## src/rtl/sysahb_apb_bridge.sv

```systemverilog
// ----------------------------------------------------------------------------
// sysahb_apb_bridge
//
// AHB-Lite slave to APB4 bridge for the HSEL2 slot of the system AHB slave
// multiplexer. Each accepted AHB transfer becomes exactly one APB SETUP/ACCESS
// transaction. The completion, error or read data is then returned with
// registered HREADYOUT/HRESP/HRDATA.
//
// Optional feature (compile-time macro): SYSAHB_APB_TIMEOUT_EN
//   When defined, an ACCESS-phase watchdog aborts a transfer after TIMEOUT
//   ACCESS cycles with PREADY low. The abort gives an AHB error response, and
//   a late PREADY is ignored. When undefined, ACCESS waits on PREADY forever.
//
// Parameters
//   AWIDTH   HADDR bits forwarded to PADDR (>= 3)
//   TIMEOUT  ACCESS-cycle limit, used only with SYSAHB_APB_TIMEOUT_EN
//
// Ports
//   sys_clk, sys_resetn        clock, async active-low reset
//   HSEL HREADY HTRANS HSIZE   AHB address-phase control
//   HWRITE HADDR HWDATA        AHB address/data
//   HREADYOUT HRESP HRDATA     AHB response (decoded from state / registered)
//   PSEL PENABLE PWRITE        APB control (PSEL/PENABLE decoded from state)
//   PADDR PWDATA PSTRB         APB address/data/strobes (registered)
//   PRDATA PREADY PSLVERR      APB completer response
// ----------------------------------------------------------------------------
module sysahb_apb_bridge #(
  parameter int AWIDTH  = 16,
  parameter int TIMEOUT = 255
) (
  input  logic              sys_clk,
  input  logic              sys_resetn,
  input  logic              HSEL,
  input  logic              HREADY,
  input  logic [1:0]        HTRANS,
  input  logic [1:0]        HSIZE,
  input  logic              HWRITE,
  input  logic [AWIDTH-1:0] HADDR,
  input  logic [31:0]       HWDATA,
  output logic              HREADYOUT,
  output logic              HRESP,
  output logic [31:0]       HRDATA,
  output logic              PSEL,
  output logic              PENABLE,
  output logic              PWRITE,
  output logic [AWIDTH-1:0] PADDR,
  output logic [31:0]       PWDATA,
  output logic [3:0]        PSTRB,
  input  logic [31:0]       PRDATA,
  input  logic              PREADY,
  input  logic              PSLVERR
);

  // state  | meaning
  // -------+-----------------------------------------------------------------
  // IDLE   | no transfer in flight; AHB ready, may accept
  // WDATA  | write data phase: AHB wait, HWDATA captured into PWDATA
  // SETUP  | APB setup phase (PSEL=1, PENABLE=0)
  // ACCESS | APB access phase (PSEL=1, PENABLE=1), holds while PREADY=0
  // DONE   | OKAY completion cycle, HRDATA valid for reads; may accept
  // ERR1   | first error cycle (HRESP=1, HREADYOUT=0)
  // ERR2   | second error cycle (HRESP=1, HREADYOUT=1); may accept
  typedef enum logic [2:0] {
    S_IDLE   = 3'd0,
    S_WDATA  = 3'd1,
    S_SETUP  = 3'd2,
    S_ACCESS = 3'd3,
    S_DONE   = 3'd4,
    S_ERR1   = 3'd5,
    S_ERR2   = 3'd6
  } state_t;

  state_t            r_state;
  logic [AWIDTH-1:0] r_paddr;
  logic              r_pwrite;
  logic [3:0]        r_pstrb;
  logic [31:0]       r_pwdata;
  logic [31:0]       r_hrdata;

  logic              w_accept_slot;
  logic              w_accept;
  logic [3:0]        w_strb;
  logic              w_unused;

`ifdef SYSAHB_APB_TIMEOUT_EN
  // At least 8 bits, wider if TIMEOUT needs it.
  localparam int TMO_W = ($clog2(TIMEOUT + 1) > 8) ? $clog2(TIMEOUT + 1) : 8;

  logic [TMO_W-1:0]  r_tmo_cnt;
  logic              w_tmo_hit;

  // The counter holds the number of ACCESS cycles already spent with PREADY
  // low. The current stalled cycle is the TIMEOUT-th when it equals
  // TIMEOUT-1.
  assign w_tmo_hit = (r_tmo_cnt == TMO_W'(TIMEOUT - 1));
`endif

  // The bridge can accept only when its own HREADYOUT is high.
  assign w_accept_slot = (r_state == S_IDLE) || (r_state == S_DONE) ||
                         (r_state == S_ERR2);
  assign w_accept      = w_accept_slot && HSEL && HREADY && HTRANS[1];

  // Write strobes from size and low address bits. Size 3 is not used by
  // the system masters and is treated as a word.
  always_comb begin
    w_strb = 4'b0000;
    case (HSIZE)
      2'b00:   w_strb = 4'b0001 << HADDR[1:0];
      2'b01:   w_strb = HADDR[1] ? 4'b1100 : 4'b0011;
      default: w_strb = 4'b1111;
    endcase
  end

  // SEQ and NONSEQ are handled the same way, so HTRANS[0] is not needed.
  assign w_unused = HTRANS[0] | (TIMEOUT == 0);

  always_ff @(posedge sys_clk or negedge sys_resetn) begin
    if (!sys_resetn) begin
      r_state   <= S_IDLE;
      r_paddr   <= '0;
      r_pwrite  <= 1'b0;
      r_pstrb   <= 4'b0000;
      r_pwdata  <= 32'h0;
      r_hrdata  <= 32'h0;
`ifdef SYSAHB_APB_TIMEOUT_EN
      r_tmo_cnt <= '0;
`endif
    end else begin
      case (r_state)
        S_IDLE, S_DONE, S_ERR2: begin
          if (w_accept) begin
            r_paddr  <= {HADDR[AWIDTH-1:2], 2'b00};
            r_pwrite <= HWRITE;
            r_pstrb  <= HWRITE ? w_strb : 4'b0000;
            r_state  <= HWRITE ? S_WDATA : S_SETUP;
          end else begin
            r_state  <= S_IDLE;
          end
        end

        S_WDATA: begin
          r_pwdata <= HWDATA;
          r_state  <= S_SETUP;
        end

        S_SETUP: begin
`ifdef SYSAHB_APB_TIMEOUT_EN
          r_tmo_cnt <= '0;
`endif
          r_state <= S_ACCESS;
        end

        S_ACCESS: begin
          if (PREADY) begin
            if (PSLVERR) begin
              r_hrdata <= 32'h0;
              r_state  <= S_ERR1;
            end else begin
              if (!r_pwrite) begin
                r_hrdata <= PRDATA;
              end
              r_state <= S_DONE;
            end
          end
`ifdef SYSAHB_APB_TIMEOUT_EN
          // Leaving ACCESS drops PSEL/PENABLE. A PREADY arriving later is
          // never seen because ERR1/ERR2 do not look at the APB side.
          else if (w_tmo_hit) begin
            r_hrdata <= 32'h0;
            r_state  <= S_ERR1;
          end else begin
            r_tmo_cnt <= r_tmo_cnt + TMO_W'(1);
          end
`endif
        end

        S_ERR1: begin
          r_state <= S_ERR2;
        end

        default: begin
          r_state <= S_IDLE;
        end
      endcase
    end
  end

  assign HREADYOUT = w_accept_slot;
  assign HRESP     = (r_state == S_ERR1) || (r_state == S_ERR2);
  assign HRDATA    = r_hrdata;
  assign PSEL      = (r_state == S_SETUP) || (r_state == S_ACCESS);
  assign PENABLE   = (r_state == S_ACCESS);
  assign PWRITE    = r_pwrite;
  assign PADDR     = r_paddr;
  assign PWDATA    = r_pwdata;
  assign PSTRB     = r_pstrb;

endmodule
```

## config.mk

```make
export PLATFORM = sky130hd
export DESIGN_NAME = sysahb_apb_bridge
export DESIGN_NICKNAME = d
export VERILOG_FILES = /design/src/rtl/sysahb_apb_bridge.sv
export SDC_FILE = /design/constraint.sdc
export NUM_CORES = 1
export LEC_CHECK = 0
export ABC_AREA = 1
export BUFFER_PORTS_ARGS = -buffer_cell sky130_fd_sc_hd__buf_4
export CORE_MARGIN = 3
export CORE_UTILIZATION = 50
export DETAILED_ROUTE_END_ITERATION = 7
export PLACE_DENSITY = 0.84
export SLEW_MARGIN = 20
export SYNTH_ARGS = -nofsm -noshare
export SYNTH_HDL_FRONTEND = slang
export SYNTH_SLANG_ARGS = --single-unit
```

## constraint.sdc

```tcl
create_clock -name sys_clk -period 2.12 [get_ports sys_clk]
set_input_delay 0.212 -clock sys_clk [delete_from_list [all_inputs] [get_ports sys_clk]]
set_output_delay 0.212 -clock sys_clk [all_outputs]
set_load 0.01 [all_outputs]
```

==> metrics.log, run 1 <==
[metrics] status: complete, no violations
[metrics] clock transition at the registers of the reported paths: 90 ps
[metrics] setup repair after global routing missed its margin: false
[metrics] post-DR wirelength/cell: 13.14 um
[metrics] hold buffer count at CTS: 1
[metrics] latest clock arrival within the worst-skew pair: 350 ps
[metrics] sequential share of power: 0.396
[metrics] delay of the slowest cell on the worst path: 420 ps
[metrics] Total Routing Usage GR: 0.2286
[metrics] final net count: 724
[metrics] post-CTS setup buffers: 0
[metrics] total congestion overflow after global routing: 0
[metrics] initial antenna violation count: 0
[metrics] drt first-iter violations: between 100 and 150
[metrics] routability cong.: 0.7398
[metrics] CTS tree: built
[metrics] Hold/Removal Path Class: input port to register
[metrics] count of unresolved DRC violations after routing: 0
[metrics] path type of the worst setup path: register to output pin
[metrics] number of max-slew violations in the final report: 0
[metrics] logic gate share of total power: 0.434
[metrics] normalized max-slew margin: 0.5636
[metrics] maximum clock skew at final layout: 12.03 ps
[metrics] number of setup violations in the final report: 0
[metrics] design internal power: around 4.3 mW
[metrics] TritonCTS Buffers: 9
[metrics] largest net degree at the start of global routing: between 60 and 70
[metrics] cell types with the largest area share after synthesis: sky130_fd_sc_hd__dfrtp_1 56%, sky130_fd_sc_hd__nand2_1 16%, sky130_fd_sc_hd__inv_1 7.0%
[metrics] length of the first detailed-routing pass in iterations: 5
[metrics] cell count after synthesis: approximately 470
[metrics] quantity of I/O buffers inserted on ports: around 180
[metrics] crit end category: output pin
[metrics] worst r2r path cells: 6
[metrics] clock network power share: 0.170
[metrics] horizontal die dimension: around 94 um
[metrics] most common cell after layout, fill and taps aside: sky130_fd_sc_hd__buf_4
[metrics] cell leakage power: around 3.2 nW
[metrics] vias in the first global route: 3401
[metrics] Hold WS: 65.65 ps
[metrics] area added between synthesis and finish: 39.66%
[metrics] Net Sw Power: 2.627 mW
[metrics] PwrDens: 1284 mW/mm^2
[metrics] Slew @ Worst Pin: roughly 650 ps
[metrics] worst-case register-to-register setup slack: 650 ps
[metrics] root buffer cell: sky130_fd_sc_hd__clkbuf_8
[metrics] Yosys top cell area share: 0.5568
[metrics] Rows: 31
[metrics] Worst Min Path Start: HADDR[12]
[metrics] required time of the critical path: 1910 ps
[metrics] sum of net half-perimeters after detailed placement: ~7000 um
[metrics] crit path DAT: 1290 ps
[metrics] Final Routed Wirelength: 9686 um
[metrics] Max Freq: 665.3 MHz
[metrics] Num Clock Sinks: 86
[metrics] highest net fanout along the worst path: 12
[metrics] post-detailed-route via-to-cell ratio: between 4 and 5
[metrics] number of max-cap violations: 0
[metrics] H-tree depth: 3
[metrics] Hold EP: PADDR[12]
[metrics] number of antenna-violating nets in the routed design: 0
[metrics] TNS Setup: 0 ps
[metrics] Hold Fails Final Rpt: 0
[metrics] Clock Tree Buf Depth: 2
[metrics] worst reg2reg endpoint: HRDATA[13]
[metrics] Hold Crit Depth: 3
[metrics] syn_area_per_cell: 8.258 um^2
[metrics] number of cells upsized or downsized after cts: 0
[metrics] initial cell density of the core: 0.5244
[metrics] Synth area leader: sky130_fd_sc_hd__dfrtp_1
[metrics] slowest stage cell on the critical path: sky130_fd_sc_hd__dfrtp_1
[metrics] launch instance of the worst register-to-register path: r_state[2]
[metrics] Inserted Diodes: 0
[metrics] crit path cell chain: inv_2 -> nand2_4 -> nor2_8 -> buf_4
[metrics] CP startpoint kind: register
[metrics] Chip Height: 93.92 um
[metrics] die area: 0.008821 mm^2
[metrics] total core area: ~0.0074 mm^2
[metrics] post-synthesis sequential element count: 86
[metrics] detailed-route via count: 3487
[metrics] synthesis warning total: 0
[metrics] synthesized area: 0.003865 mm^2
[metrics] count of different cell masters after synthesis: 20
[metrics] # IOs: 180
[metrics] sw frac: 0.3790
[metrics] Final Critical Period: 1503 ps
[metrics] most frequent cells in the layout: 179 x sky130_fd_sc_hd__buf_4, 161 x sky130_fd_sc_hd__nand2_1, 86 x sky130_fd_sc_hd__dfrtp_1
[metrics] IR Drop Worst-Case VDD: approximately 0.0006 V
[metrics] fin crit share: 0.7090
[metrics] part of the Yosys area used for sequential elements: 0.5568
[metrics] global-route wire length before repair: 16000 um
[metrics] fraction of layout instances using a drive strength above 1: 0.3229
## per-layer routing
layer | vias to the layer above | part of all wire | GRT usage
li1 | 1753 | - | -
met3 | 14 | 0.059 | 0.03766
met5 | - | 0 | 0
met2 | 119 | 0.52 | 0.4080
met4 | 0 | 0.018 | 0.07100
met1 | 1601 | 0.40 | 0.2825
## cells by family after synthesis
group,after synthesis,synth area share
compound gates,36,0.04662
other cells,1,0.0009703
buf+inv,103,0.1188
flops,86,0.5568
simple gates,242,0.2768
## flip-flops by register name, indices dropped and copies added (netlist names)
name	count
HRDATA	32
PWDATA	32
PADDR	14
PSTRB	4
r_state	3
PWRITE	1
## worst max-delay path by stage
stage,endpoint,cells after the start,from,slack (ps)
6_report,PENABLE,4,r_state[2],620
5_1_grt,HRDATA[19],6,r_state[2],520
4_1_cts,PENABLE,4,r_state[2],600
3_5_place_dp,HRDATA[6],6,r_state[2],650
3_3_place_gp,HRDATA[27],6,r_state[2],700
2_1_floorplan,HRDATA[10],7,r_state[2],980
## metrics by stage
stage,util,instance area [um^2],instances,total power [mW],worst slack (ps)
after global placement,0.7031,5181,720,5.688,695.7
final,0.7324,5398,737,6.932,617.0
after detailed placement,0.7031,5181,720,5.817,652.9
after global routing,0.7324,5398,737,7.457,521.8
after floorplan,-,3869,469,4.488,980.5
after CTS,0.7324,5398,737,7.003,604.9
## synth_stat cells
master / number
sky130_fd_sc_hd__buf_2: 7
sky130_fd_sc_hd__buf_4: 6
sky130_fd_sc_hd__buf_6: 5
sky130_fd_sc_hd__clkbuf_1: 9
sky130_fd_sc_hd__clkbuf_2: 1
sky130_fd_sc_hd__conb_1: 1
sky130_fd_sc_hd__dfrtp_1: 86
sky130_fd_sc_hd__inv_1: 72
sky130_fd_sc_hd__inv_2: 2
sky130_fd_sc_hd__inv_4: 1
sky130_fd_sc_hd__nand2_1: 161
sky130_fd_sc_hd__nand2_2: 1
sky130_fd_sc_hd__nand2_4: 2
sky130_fd_sc_hd__nand3_1: 9
sky130_fd_sc_hd__nand3_2: 1
sky130_fd_sc_hd__nand3_4: 1
sky130_fd_sc_hd__nand4_1: 32
sky130_fd_sc_hd__nor2_1: 33
sky130_fd_sc_hd__nor2_8: 2
sky130_fd_sc_hd__o21ai_0: 36
## power by group through the flow
stage | Clock [mW] | Sequential, mW | Combinational (mW)
4_1_cts | 1.20 | 2.74 | 3.06
3_3_place_gp | 0 | 2.74 | 2.95
3_5_place_dp | 0 | 2.77 | 3.05
5_1_grt | 1.28 | 2.83 | 3.35
6_report | 1.18 | 2.75 | 3.01
2_1_floorplan | 0 | 3.20 | 1.29
## cell type report
type | count | area [um^2]
Multi-Input combinational cell | 280 | 1257
Timing Repair Buffer | 181 | 1374
Tap cell | 99 | 123.9
Clock inverter | 6 | 68.82
Clock buffer | 10 | 137.6
Inverter | 75 | 284.0
Fill cell | 603 | 1972
Sequential cell | 86 | 2152
## critical path, delay by kind of cell, from the launching register on
kind	cells	cell delay [ps]
buffers and inverters	2	260
DFF	1	420
and+or+nand+nor	2	270
(Power assumes the default switching activity.)
==> inputs of run 2 (changes only) <==
--- a/config.mk
+++ b/config.mk
@@ -8,9 +8,9 @@
 export ABC_AREA = 1
 export BUFFER_PORTS_ARGS = -buffer_cell sky130_fd_sc_hd__buf_4
 export CORE_MARGIN = 3
-export CORE_UTILIZATION = 50
+export CORE_UTILIZATION = 42
 export DETAILED_ROUTE_END_ITERATION = 7
-export PLACE_DENSITY = 0.84
+export PLACE_DENSITY = 0.75
 export SLEW_MARGIN = 20
 export SYNTH_ARGS = -nofsm -noshare
 export SYNTH_HDL_FRONTEND = slang
==> constraint.sdc (replaced) <==
create_clock -name sys_clk -period 1.2 [get_ports sys_clk]
set_input_delay 0.12 -clock sys_clk [delete_from_list [all_inputs] [get_ports sys_clk]]
set_output_delay 0.12 -clock sys_clk [all_outputs]
set_load 0.01 [all_outputs]
==> metrics.log, run 2 (synthesized netlist as in run 1, its figures left out) <==
[metrics] initial cell density of the core: 0.4368
[metrics] fraction of layout instances using a drive strength above 1: 0.4217
[metrics] most common cell after layout, fill and taps aside: sky130_fd_sc_hd__buf_4
[metrics] Inserted Diodes: 0
[metrics] buffers plus inverters on the worst setup path: 3
[metrics] Max Freq: ~740 MHz
[metrics] highest net fanout along the worst path: 3
[metrics] fin crit share: 1.120
[metrics] crit path DAT: 1220 ps
[metrics] setup slack at placement: -22.64 ps
[metrics] final instance area: 0.006295 mm^2
[metrics] TritonCTS Buffers: 9
[metrics] drt first-iter violations: between 70 and 80
[metrics] post-DR wirelength/cell: 14.23 um
[metrics] root buffer cell: sky130_fd_sc_hd__clkbuf_8
[metrics] IR Drop Worst-Case VDD: 0.001143 V
[metrics] cell leakage power: 3.561 nW
[metrics] H-tree depth: 3
[metrics] post-detailed-route via-to-cell ratio: around 4.8
[metrics] crit end category: output pin
[metrics] number of max-cap violations: 0
[metrics] Final Routed Wirelength: approximately 11000 um
[metrics] routability cong.: 0.7814
[metrics] Hold/Removal Path Class: input port to register
[metrics] clock transition at the registers of the reported paths: 90 ps
[metrics] horizontal die dimension: 101.9 um
[metrics] Chip Height: 101.9 um
[metrics] final net count: 770
[metrics] initial antenna violation count: 0
[metrics] most frequent cells in the layout: 176 x sky130_fd_sc_hd__buf_4, 108 x sky130_fd_sc_hd__nand2_1, 85 x sky130_fd_sc_hd__dfrtp_1
[metrics] status: finished with violations
[metrics] sum of net half-perimeters after detailed placement: about 7300 um
[metrics] Rows: 34
[metrics] maximum clock skew at final layout: 13.12 ps
[metrics] count of unresolved DRC violations after routing: 0
[metrics] area added between synthesis and finish: 62.87%
[metrics] crit path cell chain: nand2_4 -> nand2_4 -> buf_6 -> inv_2 -> buf_6
[metrics] largest net degree at the start of global routing: just under 90
[metrics] die area: 0.01039 mm^2
[metrics] vias in the first global route: approximately 3500
[metrics] Clock Tree Buf Depth: 2
[metrics] violated checks: negative setup slack
[metrics] # IOs: 180
[metrics] largest delay contributor family on the critical path: flip-flops
[metrics] smallest setup slack after layout: -144.6 ps
[metrics] detailed-route via count: 3793
[metrics] path type of the worst setup path: register to output pin
[metrics] global-route wire length before repair: 16440 um
[metrics] PwrDens: 2362 mW/mm^2
[metrics] length of the first detailed-routing pass in iterations: 4
[metrics] Final Critical Period: ~1300 ps
[metrics] number of max-slew violations in the final report: 0
[metrics] number of antenna-violating nets in the routed design: 0
[metrics] slowest stage cell on the critical path: sky130_fd_sc_hd__dfrtp_2
[metrics] CP startpoint kind: register
[metrics] setup repair after global routing missed its margin: true
[metrics] delay of the slowest cell on the worst path: around 450 ps
[metrics] total congestion overflow after global routing: 0
[metrics] quantity of I/O buffers inserted on ports: 176
[metrics] total core area: 0.008848 mm^2
[metrics] Num Clock Sinks: 86
[metrics] Total Routing Usage GR: 0.2020
[metrics] required time of the critical path: 1080 ps
[metrics] CTS tree: built
[metrics] Hold Fails Final Rpt: 0
[metrics] number of setup violations in the final report: 58
[metrics] latest clock arrival within the worst-skew pair: 360 ps
[metrics] DP Area: 0.005308 mm^2
-- run 2: metrics by stage --
| step | util | setup TNS (ps) | cells | hold WS (ps) | total power [mW] |
|---|---|---|---|---|---|
| 3_5_place_dp | 0.5998 | -222.0 | 736 | 195.0 | 11.24 |
| 6_report | 0.7114 | -6233 | 791 | 17.04 | 14.87 |
| 5_1_grt | 0.7114 | -9340 | 791 | 10.78 | 15.81 |
| 2_1_floorplan | - | 0 | 469 | -175.6 | 7.928 |
| 3_3_place_gp | 0.5998 | 0 | 736 | 188.1 | 11.03 |
| 4_1_cts | 0.6763 | -7478 | 786 | 1.731 | 14.11 |
-- run 2: worst paths after layout --
path / startpoint / end / slack, ps / cells past startpoint
worst max-delay path: r_state[1] / HREADYOUT / -140 / 5
worst min-delay path: HWDATA[14] / PWDATA[14] / 20 / 3
worst max register to register: r_state[2] / HRDATA[31] / -140 / 8
worst min register to register: HRDATA[0] / HRDATA[0] / 480 / 2
max in group asynchronous: sys_resetn / r_state[1] / 470 / 3
min in group asynchronous: sys_resetn / PWDATA[16] / 290 / 3
-- run 2: metal layers --
layer,share of wire,up-vias,global-route usage
li1,-,1854,-
met5,0,-,0
met4,0.031,0,0.09183
met2,0.53,126,0.3521
met1,0.39,1786,0.2496
met3,0.045,27,0.02730
-- run 2: where the power goes --
| part | leakage (nW) | total (mW) | internal (mW) | switching, mW |
|---|---|---|---|---|
| Clock | 0.104 | 2.27 | 1.18 | 1.08 |
| Combinational | 2.37 | 7.37 | 3.76 | 3.61 |
| Sequential | 1.09 | 5.23 | 4.28 | 0.954 |
-- run 2: repair_timing --
item                                    CTS  global route
buffers inserted                          7             2
endpoints found under the hold margin   110             1
endpoints found under the setup margin   23            88
hold buffers                             25             1
gates resized for setup                  25            79
cloned                                    3             3
pin swaps                                10             8
-- run 2: cell type report --
class / instances / area, um^2
timing repair buffer: 226 / 1988
tap: 108 / 135.1
clock buffer: 9 / 123.9
fill: 654 / 2554
sequential: 86 / 2153
clock inverter: 6 / 95.09
timing repair inverter: 1 / 11.26
inverter: 75 / 291.5
multi-input combinational: 280 / 1496
-- run 2: tightest hold or removal path, stage by stage --
cell and delay [ps]:
sky130_fd_sc_hd__buf_4 110, sky130_fd_sc_hd__inv_1 40, sky130_fd_sc_hd__o21ai_1 70
